`src/rtl/cpsr_flag_writer_pkg.sv`:
```
// Shared types for the CPSR flag producer: condition codes, flag bit
// positions and the sequencing states.
package cpsr_pkg;

    localparam int FLAG_W = 4;
    localparam int FLAG_N = 3;
    localparam int FLAG_Z = 2;
    localparam int FLAG_C = 1;
    localparam int FLAG_V = 0;

    typedef enum logic [3:0] {
        EQ = 4'd0,
        NE = 4'd1,
        CS = 4'd2,
        CC = 4'd3,
        MI = 4'd4,
        PL = 4'd5,
        VS = 4'd6,
        VC = 4'd7,
        HI = 4'd8,
        LS = 4'd9,
        GE = 4'd10,
        LT = 4'd11,
        GT = 4'd12,
        LE = 4'd13,
        AL = 4'd14,
        NV = 4'd15
    } cond_e;

    typedef enum logic [1:0] {
        RESET = 2'd0,
        INIT  = 2'd1,
        RUN   = 2'd2
    } state_e;

endpackage

```
`src/rtl/cpsr_flag_writer_if.sv`:
```
// Execute-stage instruction signals plus the CPSR write/read port.
// master = pipeline/CPSR side, slave = the flag writer.
interface cpsr_flag_writer_if #(
    parameter int bus = 4
);
    logic           instr_valid;
    logic           flush;
    logic [3:0]     cond;
    logic [bus-1:0] flag_wmask;
    logic [bus-1:0] alu_flags;
    logic [bus-1:0] cpsr_q;
    logic           instr_ready;
    logic           cond_ex;
    logic [bus-1:0] flags_cur;
    logic [bus-1:0] cpsr_d;
    logic           cpsr_we;

    modport master (
        output instr_valid, flush, cond, flag_wmask, alu_flags, cpsr_q,
        input  instr_ready, cond_ex, flags_cur, cpsr_d, cpsr_we
    );

    modport slave (
        input  instr_valid, flush, cond, flag_wmask, alu_flags, cpsr_q,
        output instr_ready, cond_ex, flags_cur, cpsr_d, cpsr_we
    );
endinterface

```
`src/rtl/cpsr_flag_writer_cond_check.sv`:
```
// ARMv4 condition-field evaluator; purely combinational so the branch
// unit can share it.
module cond_check
    import cpsr_pkg::*;
(
    input  logic [3:0] cond,
    input  logic [3:0] flags,
    output logic       pass
);
    logic n, z, c, v;

    assign n = flags[FLAG_N];
    assign z = flags[FLAG_Z];
    assign c = flags[FLAG_C];
    assign v = flags[FLAG_V];

    always_comb begin
        pass = 1'b0;
        unique case (cond_e'(cond))
            EQ: pass = z;
            NE: pass = !z;
            CS: pass = c;
            CC: pass = !c;
            MI: pass = n;
            PL: pass = !n;
            VS: pass = v;
            VC: pass = !v;
            HI: pass = c && !z;
            LS: pass = !c || z;
            GE: pass = (n == v);
            LT: pass = (n != v);
            GT: pass = !z && (n == v);
            LE: pass = z || (n != v);
            AL: pass = 1'b1;
            NV: pass = 1'b0;
            default: pass = 1'b0;
        endcase
    end
endmodule

```
`src/rtl/cpsr_flag_writer.sv`:
```
// Drives the CPSR write port from the execute stage: condition check,
// masked flag merge and a one-entry bypass of the write in flight.
//
// state | meaning
// RESET | rst_n low; no write, not ready
// INIT  | first cycle after release; writes 0 into the CPSR
// RUN   | accepting instructions until next reset
module cpsr_flag_writer
    import cpsr_pkg::*;
#(
    parameter int bus = 4
) (
    input  logic clk,
    input  logic rst_n,
    cpsr_flag_writer_if.slave bus_if
);
    state_e         state, state_nxt;
    logic           cpsr_we_q, we_nxt;
    logic [bus-1:0] cpsr_d_q, d_nxt;
    logic [bus-1:0] flags_cur;
    logic [bus-1:0] merged;
    logic           pass;
    logic           accept;

    // The write presented this cycle lands in the CPSR only at the
    // falling edge, so readers must see it via cpsr_d until then.
    assign flags_cur = cpsr_we_q ? cpsr_d_q : bus_if.cpsr_q;

    cond_check u_cond_check (
        .cond  (bus_if.cond),
        .flags (flags_cur[FLAG_N:FLAG_V]),
        .pass  (pass)
    );

    assign accept = (state == RUN) && bus_if.instr_valid && !bus_if.flush;
    assign merged = (bus_if.alu_flags & bus_if.flag_wmask)
                  | (flags_cur & ~bus_if.flag_wmask);

    always_ff @(posedge clk) begin
        if (!rst_n) begin
            state     <= RESET;
            cpsr_we_q <= 1'b0;
            cpsr_d_q  <= '0;
        end else begin
            state     <= state_nxt;
            cpsr_we_q <= we_nxt;
            cpsr_d_q  <= d_nxt;
        end
    end

    always_comb begin
        state_nxt = state;
        we_nxt    = 1'b0;
        d_nxt     = cpsr_d_q;
        unique case (state)
            RESET: begin
                state_nxt = INIT;
                we_nxt    = 1'b1;
                d_nxt     = '0;
            end
            INIT: begin
                state_nxt = RUN;
            end
            RUN: begin
                if (accept && pass && (|bus_if.flag_wmask)) begin
                    we_nxt = 1'b1;
                    d_nxt  = merged;
                end
            end
            default: begin
                state_nxt = RESET;
            end
        endcase
    end

    assign bus_if.instr_ready = (state == RUN);
    assign bus_if.cond_ex     = pass;
    assign bus_if.flags_cur   = flags_cur;
    assign bus_if.cpsr_d      = cpsr_d_q;
    assign bus_if.cpsr_we     = cpsr_we_q;
endmodule

```
`src/flat_wrapper.sv`:
```
// flat-port wrapper written by rule: the top's interface ports become plain ports
module cpsr_flag_writer_flat import cpsr_pkg::*;
#(
    parameter int bus = 4
)
  (clk, rst_n, bus_if_instr_valid, bus_if_flush, bus_if_cond, bus_if_flag_wmask, bus_if_alu_flags, bus_if_cpsr_q, bus_if_instr_ready, bus_if_cond_ex, bus_if_flags_cur, bus_if_cpsr_d, bus_if_cpsr_we);
  cpsr_flag_writer_if #(.bus(bus)) bus_if_i ();
  input  logic clk;
  input  logic rst_n;
  input wire logic [$bits(bus_if_i.instr_valid)-1:0] bus_if_instr_valid;
  input wire logic [$bits(bus_if_i.flush)-1:0] bus_if_flush;
  input wire logic [$bits(bus_if_i.cond)-1:0] bus_if_cond;
  input wire logic [$bits(bus_if_i.flag_wmask)-1:0] bus_if_flag_wmask;
  input wire logic [$bits(bus_if_i.alu_flags)-1:0] bus_if_alu_flags;
  input wire logic [$bits(bus_if_i.cpsr_q)-1:0] bus_if_cpsr_q;
  output wire logic [$bits(bus_if_i.instr_ready)-1:0] bus_if_instr_ready;
  output wire logic [$bits(bus_if_i.cond_ex)-1:0] bus_if_cond_ex;
  output wire logic [$bits(bus_if_i.flags_cur)-1:0] bus_if_flags_cur;
  output wire logic [$bits(bus_if_i.cpsr_d)-1:0] bus_if_cpsr_d;
  output wire logic [$bits(bus_if_i.cpsr_we)-1:0] bus_if_cpsr_we;
  assign bus_if_i.instr_valid = bus_if_instr_valid;
  assign bus_if_i.flush = bus_if_flush;
  assign bus_if_i.cond = bus_if_cond;
  assign bus_if_i.flag_wmask = bus_if_flag_wmask;
  assign bus_if_i.alu_flags = bus_if_alu_flags;
  assign bus_if_i.cpsr_q = bus_if_cpsr_q;
  assign bus_if_instr_ready = bus_if_i.instr_ready;
  assign bus_if_cond_ex = bus_if_i.cond_ex;
  assign bus_if_flags_cur = bus_if_i.flags_cur;
  assign bus_if_cpsr_d = bus_if_i.cpsr_d;
  assign bus_if_cpsr_we = bus_if_i.cpsr_we;
  cpsr_flag_writer #(.bus(bus)) u_core (.clk(clk), .rst_n(rst_n), .bus_if(bus_if_i));
endmodule
```
`config.mk`:
```
export PLATFORM = sky130hd
export DESIGN_NAME = cpsr_flag_writer_flat
export DESIGN_NICKNAME = d
export VERILOG_FILES = /design/src/rtl/cpsr_flag_writer_pkg.sv /design/src/rtl/cpsr_flag_writer_if.sv /design/src/rtl/cpsr_flag_writer_cond_check.sv /design/src/rtl/cpsr_flag_writer.sv /design/src/flat_wrapper.sv
export SDC_FILE = /design/constraint.sdc
export NUM_CORES = 1
export LEC_CHECK = 0
export ABC_AREA = 1
export BUFFER_PORTS_ARGS = -buffer_cell sky130_fd_sc_hd__buf_2
export CAP_MARGIN = 20
export CORE_MARGIN = 4
export CORE_UTILIZATION = 40
export CTS_CLUSTER_DIAMETER = 120
export CTS_CLUSTER_SIZE = 24
export DETAILED_ROUTE_END_ITERATION = 8
export GPL_TIMING_DRIVEN = 1
export PLACE_DENSITY = 0.83
export RECOVER_POWER = 25
export SYNTH_ARGS = -nofsm -noshare
export SYNTH_HDL_FRONTEND = slang
export SYNTH_SLANG_ARGS = --single-unit
```
`constraint.sdc`:
```
create_clock -name clk -period 1.9 [get_ports clk]
set_input_delay 0.095 -clock clk [delete_from_list [all_inputs] [get_ports clk]]
set_output_delay 0.095 -clock clk [all_outputs]
set_load 0.005 [all_outputs]
```
==> metrics.txt, run 1 <==
CTS Hold Bufs 0; Design Power 553 µW; initial antenna violation count 0; Wirelength per Cell 10.9 µm; worst hold path stage count 3; Ys Warns 0; fin crit period 1.72 ns; post_cts resized 0; Area growth, synth to finish 30.7%; Core ar. 1510 µm²; fin util 0.551; synthesized cell area 636 µm²; global route total overflow 0; sequential fraction of the synthesis area 0.220; port buffer count 30; worst reg2reg endpoint u_core.bus_if.cpsr_d[1]; Peak VDD IR 0.000488 V; Cells after Synth 118; FF-to-FF Start u_core.bus_if.cpsr_we; crit path to bus_if_cond_ex; Mean Syn Cell Area 5.39 µm²; die height 47.9 µm; Synth Register Bits 7; Final Wtd Congestion 0.918; fmax 582 MHz; Final setup viols 0; crit-path max cell delay 0.39 ns; Slowest-stage cell, CP dfxtp_2; die width 47.9 µm; max-slew violations 0; Clock Skew 0.00439 ns; die area 2290 µm²; R2R setup slack 0.27 ns; overall routing resource usage 0.177; max_cap viols 0; CP Class flop to output port; vias 825; clock root buffer clkbuf_4; Final Net Count 173; final wirelength 1.82 mm; layout cells sized above 1 0.296; Num Clock Sinks 7; Worst R2R Path Depth 15; largest net degree at the start of global routing 9; most frequent cells in the layout nand2_1, buf_2, inv_1; routed vias/inst 4.91; Post-Place Cells 164; P_leak 0.501 nW; Worst-Margin Slew 0.313 ns; vias in the first global route 719; commonest non-fill, non-tap cell in the layout nand2_1; RSZ-0062 raised after global routing no; Clock H-tree levels 1; Remaining DRCs 0; final cell count without fillers 168; syn_nets 138; Fin Setup TNS 0 ns; Worst slew margin 0.790; clk_lat worst skew 0.25 ns; Crit. End Element output port; site row count 14; Ports 31; worst min path class primary input to flop; CTS tree built; Setup crit start u_core.bus_if.cpsr_we; CTS clk-pin slew, worst paths 0.05 ns; Final Hold Viols 0; # diodes 0; Power Density 666 nW/µm²; Critical Path RT 1.80 ns; Most common cell on crit path nand2_1; 1st-iter DRT viols 12; Clock Tree Buf Depth 2; TritonCTS buffer count 3; first-pass GRT wire length 2.86 mm; CP Cell Sequence inv_2 > nand2_1 > nand2_1 > nand2_2 > nand3b_2 > nand2_1 > nand2_1 > nand3_1 > nand2_1 > a21boi_0 > buf_2; hold slack 0.103 ns; status completed; crit path max fanout 8; fin crit share 0.904; Initial Util 0.422; synth unique cells 20; total iterations of the first detailed-routing run 4; Critical Path AT 1.62 ns; detailed placement HPWL 1.55 mm; ANT nets after route 0; postcts setup bufs 0; critical path launch point type flop
-- synth_stat cells --
| library cell | number | area [µm²] |
|---|---|---|
| nand3_2 | 1 | 10.0 |
| o21ai_1 | 1 | 5.00 |
| a31oi_1 | 1 | 6.26 |
| nand4_1 | 1 | 6.26 |
| o21ai_0 | 4 | 20.0 |
| nand3b_2 | 1 | 11.3 |
| or2_2 | 1 | 6.26 |
| o22ai_1 | 2 | 12.5 |
| a21oi_1 | 3 | 15.0 |
| inv_1 | 16 | 60.1 |
| nor2_1 | 14 | 52.6 |
| nor4_1 | 2 | 12.5 |
| nand2_2 | 7 | 43.8 |
| nand2_4 | 1 | 11.3 |
| nand3_1 | 7 | 35.0 |
| inv_2 | 2 | 7.51 |
| a21boi_0 | 1 | 7.51 |
| nand2_1 | 45 | 169 |
| dfxtp_1 | 7 | 140 |
| clkinv_1 | 1 | 3.75 |
-- metrics by stage --
step,worst slack (ns),instance area [µm²]
after CTS,0.0687,832
final,0.182,831
after global routing,0.0195,831
after detailed placement,0.191,806
after global placement,0.275,806
after floorplan,0.386,636
-- state kept, by name (all words and copies together), names as in the netlist --
register	cells
u_core.bus_if.cpsr_we	1
u_core.bus_if.cpsr_d	4
u_core.state	2
-- final cells by class --
type                       instances  area, µm²
multi-input combinational         92        424
inverter                          19       71.3
clock buffer                       4       26.3
sequential                         7        141
tap                               16       20.0
timing repair buffer              30        148
fill                             162        676
-- how the worst min path moves through the flow --
stage,startpoint,to,slack [ns]
after floorplan,rst_n,u_core.bus_if.cpsr_d[0],0.22
after global placement,rst_n,u_core.bus_if.cpsr_d[2],0.37
after detailed placement,rst_n,u_core.bus_if.cpsr_d[2],0.37
after CTS,rst_n,u_core.bus_if.cpsr_d[2],0.09
after global routing,rst_n,u_core.bus_if.cpsr_d[3],0.1
final,rst_n,u_core.bus_if.cpsr_d[2],0.10
-- per-layer routing --
metal  vias to the layer above  track usage  wire length, µm
li1                        438            -                -
met1                       359        0.208              743
met2                        26        0.314              922
met3                         2       0.0263              142
met4                         0       0.0806               14
met5                         -            0                0
-- worst max-delay path, delay by kind of cell, from the launching register on --
family / cells / cell delay, ns
AND/OR/NAND/NOR: 8 / 0.61
AO/OA/AOI/OAI: 1 / 0.14
flip-flops: 1 / 0.39
buffers and inverters: 2 / 0.22
-- cells by family after synthesis --
group | share of synthesized area
buf+inv | 0.112
compound gates | 0.104
flops | 0.220
simple gates | 0.563
-- power breakdown --
group | total, mW | leakage (nW) | internal [mW] | switching [mW]
Sequential | 0.186 | 0.0581 | 0.167 | 0.0191
Clock | 0.136 | 0.0150 | 0.0802 | 0.0554
Combinational | 0.232 | 0.428 | 0.0913 | 0.140
(Power assumes the default switching activity.)
==> run 2: changes to the inputs <==
--- a/config.mk
+++ b/config.mk
@@ -14,7 +14,7 @@
 export CTS_CLUSTER_SIZE = 24
 export DETAILED_ROUTE_END_ITERATION = 8
 export GPL_TIMING_DRIVEN = 1
-export PLACE_DENSITY = 0.83
+export PLACE_DENSITY = 0.81
 export RECOVER_POWER = 25
 export SYNTH_ARGS = -nofsm -noshare
 export SYNTH_HDL_FRONTEND = slang
==> run 2 against run 1 <==
Compared with the run above:
- combinational power hardly changed
- core utilization stayed put
- clock skew is 0.0023 ns higher
- clock power is 3% higher
- non-clock buffer count stayed put
- sequential power hardly changed
==> metrics.txt, run 2 (synthesis results as in run 1) <==
Clock Tree Buf Depth 2 (unchanged); CP Class flop to output port; status completed; vias 818 (-0.85%); crit path max fanout 8 (unchanged); CTS Hold Bufs 0 (unchanged); pre-CTS setup slack 0.179 ns (-0.0120 ns); # diodes 0 (unchanged); critical path launch point type flop; total iterations of the first detailed-routing run 4 (unchanged); die width 47.9 µm (unchanged); Final Net Count 173 (unchanged); largest net degree at the start of global routing 9 (unchanged); layout cells sized above 1 0.296 (unchanged); ANT nets after route 0 (unchanged); Final Hold Viols 0 (unchanged); CTS tree built; final wirelength 1.84 mm (+0.88%); Crit. End Element output port; detailed placement HPWL 1.54 mm (-0.53%); Power Density 671 nW/µm² (+0.78%); global route total overflow 0 (unchanged); Area growth, synth to finish 30.7% (unchanged); most frequent cells in the layout nand2_1, buf_2, inv_1; Num Clock Sinks 7 (unchanged); RSZ-0062 raised after global routing no; P_leak 0.501 nW (about the same); Clock H-tree levels 1 (unchanged); Core ar. 1510 µm² (unchanged); Critical Path AT 1.62 ns (about the same); fmax 584 MHz (+0.33%); Final setup viols 0 (unchanged); max reg flops 4 (unchanged); Wirelength per Cell 10.9 µm (+0.88%); worst min path class primary input to flop; first-pass GRT wire length 2.83 mm (-1.2%); Fin Setup TNS 0 ns (unchanged); dpl cell area 806 µm² (unchanged); port buffer count 30 (unchanged); Worst slew margin 0.746 (-0.0434); commonest non-fill, non-tap cell in the layout nand2_1; Final Wtd Congestion 0.935 (+1.9%); routed vias/inst 4.87 (-0.85%); max_cap viols 0 (unchanged); fin util 0.551 (unchanged); site row count 14 (unchanged); max-slew violations 0 (unchanged); initial antenna violation count 0 (unchanged); Ports 31 (unchanged); Clock Skew 0.00674 ns (+0.00234 ns); CTS clk-pin slew, worst paths 0.05 ns (about the same); overall routing resource usage 0.174 (-0.00302); Worst-Margin Slew 0.379 ns (+0.0665 ns); FILL cells 156 (-3.7%); Critical Path RT 1.80 ns (about the same); fin crit period 1.71 ns (-0.00559 ns); Initial Util 0.422 (unchanged); Remaining DRCs 0 (unchanged); TritonCTS buffer count 3 (unchanged); clock root buffer clkbuf_4; clk_lat worst skew 0.26 ns (about the same); Peak VDD IR 0.000459 V (-5.9%); die area 2290 µm² (unchanged); fin crit share 0.901 (-0.00294); hold slack 0.0958 ns (-0.00690 ns); design area 831 µm² (unchanged); die height 47.9 µm (unchanged); 1st-iter DRT viols 21 (+9); vias in the first global route 709 (-1.4%); Setup WS post-layout 0.187 ns (+0.00559 ns)
-- run 2: repair_timing --
item / in CTS / in global routing
resized for setup: 0 / 1
setup endpoints to repair: 0 / 1
setup buffers: 0 / 0
-- run 2: report_power, final --
part           switching [mW]  leakage [nW]  total [mW]  internal, mW
logic                   0.141         0.428       0.232        0.0914
clock network          0.0591        0.0150       0.140        0.0804
registers              0.0191        0.0581       0.186         0.167
-- run 2: stage by stage --
step                      instances  power [mW]
after floorplan                 118       0.334
after global placement          164       0.417
after detailed placement        164       0.420
after CTS                       168       0.557
after global routing            168       0.604
final                           168       0.558
-- run 2: layout make-up --
| type | count | area (µm²) | share of cell area |
|---|---|---|---|
| clock buffer | 4 | 26.3 | 0.0316 |
| inverter | 19 | 71.3 | 0.0858 |
| multi-input combinational | 92 | 424 | 0.511 |
| sequential | 7 | 141 | 0.170 |
| tap | 16 | 20.0 | 0.0241 |
| timing repair buffer | 30 | 148 | 0.178 |
-- run 2: worst max-delay path, cell delays in order (launching register included) --
cell and delay [ns]:
dfxtp_2 0.39, inv_2 0.09, nand2_1 0.06, nand2_1 0.10, nand2_2 0.11, nand3b_2 0.09, nand2_1 0.06, nand2_1 0.04
nand3_1 0.06, nand2_1 0.06, a21boi_0 0.16, buf_2 0.14
-- run 2: per-layer routing --
metal	GRT usage	vias to the layer above	wire [µm]	share of wire
li1	-	434	-	-
met2	0.296	37	899	0.49
met4	0.0806	0	23	0.013
met3	0.0226	2	149	0.081
met1	0.216	345	766	0.42
met5	0	-	0	0
-- run 2: final timing paths --
check / startpoint / to / slack, ns / cells after the start
max: u_core.bus_if.cpsr_we / bus_if_cond_ex / 0.19 / 11
min: rst_n / u_core.bus_if.cpsr_d[3] / 0.1 / 3
max reg2reg: u_core.bus_if.cpsr_we / u_core.bus_if.cpsr_d[2] / 0.25 / 15
min reg2reg: u_core.state[0] / u_core.state[1] / 0.50 / 2
==> run 3: changes to the inputs <==
--- a/config.mk
+++ b/config.mk
@@ -5,7 +5,6 @@
 export SDC_FILE = /design/constraint.sdc
 export NUM_CORES = 1
 export LEC_CHECK = 0
-export ABC_AREA = 1
 export BUFFER_PORTS_ARGS = -buffer_cell sky130_fd_sc_hd__buf_2
 export CAP_MARGIN = 20
 export CORE_MARGIN = 4
@@ -14,8 +13,9 @@
 export CTS_CLUSTER_SIZE = 24
 export DETAILED_ROUTE_END_ITERATION = 8
 export GPL_TIMING_DRIVEN = 1
-export PLACE_DENSITY = 0.81
+export PLACE_DENSITY = 0.8
 export RECOVER_POWER = 25
+export SLEW_MARGIN = 10
 export SYNTH_ARGS = -nofsm -noshare
 export SYNTH_HDL_FRONTEND = slang
 export SYNTH_SLANG_ARGS = --single-unit
==> run 3 against run 2 <==
Compared with the run above:
- the flow now finishes with violations (setup timing)
- die area increased by 4.4%
- synthesized area grew 5.3%
- core utilization increased by 5.6 points
- sequential power down 10%
- setup slack worse by 0.31 ns
- count of clock-buffer cells in the layout unchanged
- critical path depth is 5 lower
- first-iteration DRC count is 38% lower
- critical path type unchanged
- largest cell class unchanged
==> metrics.txt, run 3 <==
initial antenna violation count 0 (unchanged); Fin Setup TNS -0.343 ns (-0.343 ns); Num Clock Sinks 7 (unchanged); most frequent cells in the layout buf_2, nand2_1, buf_4; critical path launch point type flop; syn_nets 101 (-27%); Clock H-tree levels 1 (unchanged); RSZ-0062 raised after global routing yes; Setup WS post-layout -0.121 ns (-0.308 ns); Synth top area share 0.209 (-0.0564); detailed placement HPWL 1.41 mm (-8.6%); final wirelength 1.95 mm (+6.0%); Final setup viols 6 (+6); Post-synth top flop dfxtp_1; most common cell in the netlist nand2_1; failing checks setup timing; CP Class flop to output port; port buffer count 30 (unchanged); Ports 31 (unchanged); ANT nets after route 0 (unchanged); CTS Hold Bufs 0 (unchanged); synthesized cell area 669 µm² (+5.3%); Final Net Count 138 (-20%); CTS tree built; layout cells sized above 1 0.453 (+0.157); die area 2390 µm² (+4.4%); # diodes 0 (unchanged); vias in the first global route 683 (-3.7%); Slowest-stage cell, CP dfxtp_4; clk_lat worst skew 0.25 ns (about the same); Final Wtd Congestion 0.844 (-9.8%); Most common cell on crit path or3_1; clock root buffer clkbuf_4; crit-path max cell delay 0.38 ns (about the same); CTS clk-pin slew, worst paths 0.06 ns (about the same); Remaining DRCs 0 (unchanged); Cells after Synth 81 (-31%); die height 48.9 µm (+2.2%); Mean Syn Cell Area 8.26 µm² (+53%); sequential fraction of the synthesis area 0.209 (-0.0111); sequential share of power 0.339 (+0.005); Worst slew margin 0.737 (-0.00956); switching power share of the total 0.322 (-0.0704); P_leak 0.431 nW (-14%); 1st-iter DRT viols 13 (-38%); synth top area cells dfxtp_1, mux2i_1, xnor2_1; number of flops mapped to enable cells by yosys 0 (unchanged); first-pass GRT wire length 2.93 mm (+3.4%); vias 735 (-10%); switching power 158 µW (-28%); worst min path class primary input to flop; max-slew violations 0 (unchanged); status finished with violations; largest net degree at the start of global routing 14 (+5); Crit. End Element output port; Clock Tree Buf Depth 2 (unchanged); pre-CTS setup slack 0.0323 ns (-0.147 ns); Power Density 525 nW/µm² (-22%); design area 936 µm² (+13%); Area growth, synth to finish 39.8%; global route total overflow 0 (unchanged); Critical Path AT 1.93 ns (+0.31 ns); Ys Warns 0 (unchanged); Final Hold Viols 0 (unchanged); Critical Path RT 1.80 ns (about the same); Comb pwr share 0.389 (-0.027); Synth Register Bits 7 (unchanged); overall routing resource usage 0.151 (-0.0238); CP Cell Sequence mux2_4 > or3_1 > or3_1 > nand4_2 > o21a_1 > buf_2; max_cap viols 0 (unchanged); largest area contributor in the netlist dfxtp_1; Clock Skew 0.00889 ns (+0.00215 ns); Wirelength per Cell 14.7 µm (+34%); fin crit period 2.02 ns (+0.308 ns); synth unique cells 35 (+75%); routed vias/inst 5.53 (+13%); Peak VDD IR 0.000370 V (-19%); fmax 495 MHz (-15%); Core ar. 1540 µm² (+2.3%); crit path max fanout 6 (-2); ys async rst share 0 (unchanged); Initial Util 0.434 (+0.0123); die width 48.9 µm (+2.2%); Worst-Margin Slew 0.384 ns (+0.00476 ns); Clock power frac 0.273 (+0.023); TritonCTS buffer count 3 (unchanged); site row count 14 (unchanged); max reg flops 4 (unchanged); internal power 333 µW (-1.6%); fin crit share 1.06 (+0.162); total iterations of the first detailed-routing run 4 (unchanged); top post-synthesis cells by count nand2_1, dfxtp_1, mux2i_1; dpl cell area 843 µm² (+4.7%); commonest non-fill, non-tap cell in the layout buf_2
-- run 3: changes by cell type after synthesis, moves of 4 or more --
cell | before | now
inv_1 | 16 | 3
mux2i_1 | 0 | 7
nand2_1 | 45 | 8
nand2_2 | 7 | 0
nor2_1 | 14 | 4
xnor2_1 | 0 | 4
-- run 3: worst paths after layout --
path | startpoint | slack [ns] | cells past startpoint | end
worst min register to register | u_core.state[1] | 0.48 | 1 | u_core.state[0]
worst max-delay path | u_core.bus_if.cpsr_we | -0.12 | 6 | bus_if_cond_ex
worst max register to register | u_core.bus_if.cpsr_we | -0.06 | 7 | u_core.bus_if.cpsr_d[2]
worst min-delay path | rst_n | 0.14 | 2 | u_core.state[1]
-- run 3: repair_timing --
item	in CTS	in global routing
gates resized for setup	1	9
pin swaps	0	1
setup buffers	2	1
setup endpoints to repair	1	6
-- run 3: critical path, delay by kind of cell (launching register included) --
kind	cells	cell delay, ns
multiplexers	1	0.31
AO/OA/AOI/OAI	1	0.11
AND/OR/NAND/NOR	3	0.77
buffers and inverters	1	0.10
flip-flops	1	0.38
-- run 3: logic make-up (layout without fill, tap and decap cells) --
kind of cell | after synthesis | in the layout | synth area share
AND/OR/NAND/NOR | 34 | 34 | 0.292
AO/OA/AOI/OAI | 18 | 18 | 0.206
multiplexers | 10 | 10 | 0.183
buffers and inverters | 8 | 44 | 0.0579
flip-flops | 7 | 7 | 0.209
XOR/XNOR | 4 | 4 | 0.0523
-- run 3: cell type report --
type                       instances  area [µm²]
tap                               16        20.0
sequential                         7         144
multi-input combinational         66         533
timing repair buffer              37         201
fill                             149         606
clock buffer                       4        26.3
inverter                           3        11.3
-- run 3: through the flow --
stage / utilization / power (mW) / hold WS (ns) / instances
floorplan: - / 0.270 / 0.213 / 81
global placement: 0.547 / 0.328 / 0.397 / 126
detailed placement: 0.547 / 0.331 / 0.397 / 126
CTS: 0.575 / 0.473 / 0.130 / 132
global route: 0.607 / 0.521 / 0.143 / 133
finish: 0.607 / 0.492 / 0.135 / 133
-- run 3: per-layer routing --
metal  global-route usage  vias up  wire (µm)
met4               0.0852        0         21
met5                    0        -          0
met3               0.0306        4        128
met1                0.172      333        808
met2                0.257       26        992
li1                     -      372          -
-- run 3: power groups by stage --
stage / clock (mW) / sequential, mW / combinational [mW]
after global routing: 0.146 / 0.167 / 0.208
after detailed placement: 0 / 0.169 / 0.162
after CTS: 0.138 / 0.166 / 0.170
after global placement: 0 / 0.168 / 0.160
final: 0.134 / 0.167 / 0.191
after floorplan: 0 / 0.164 / 0.106
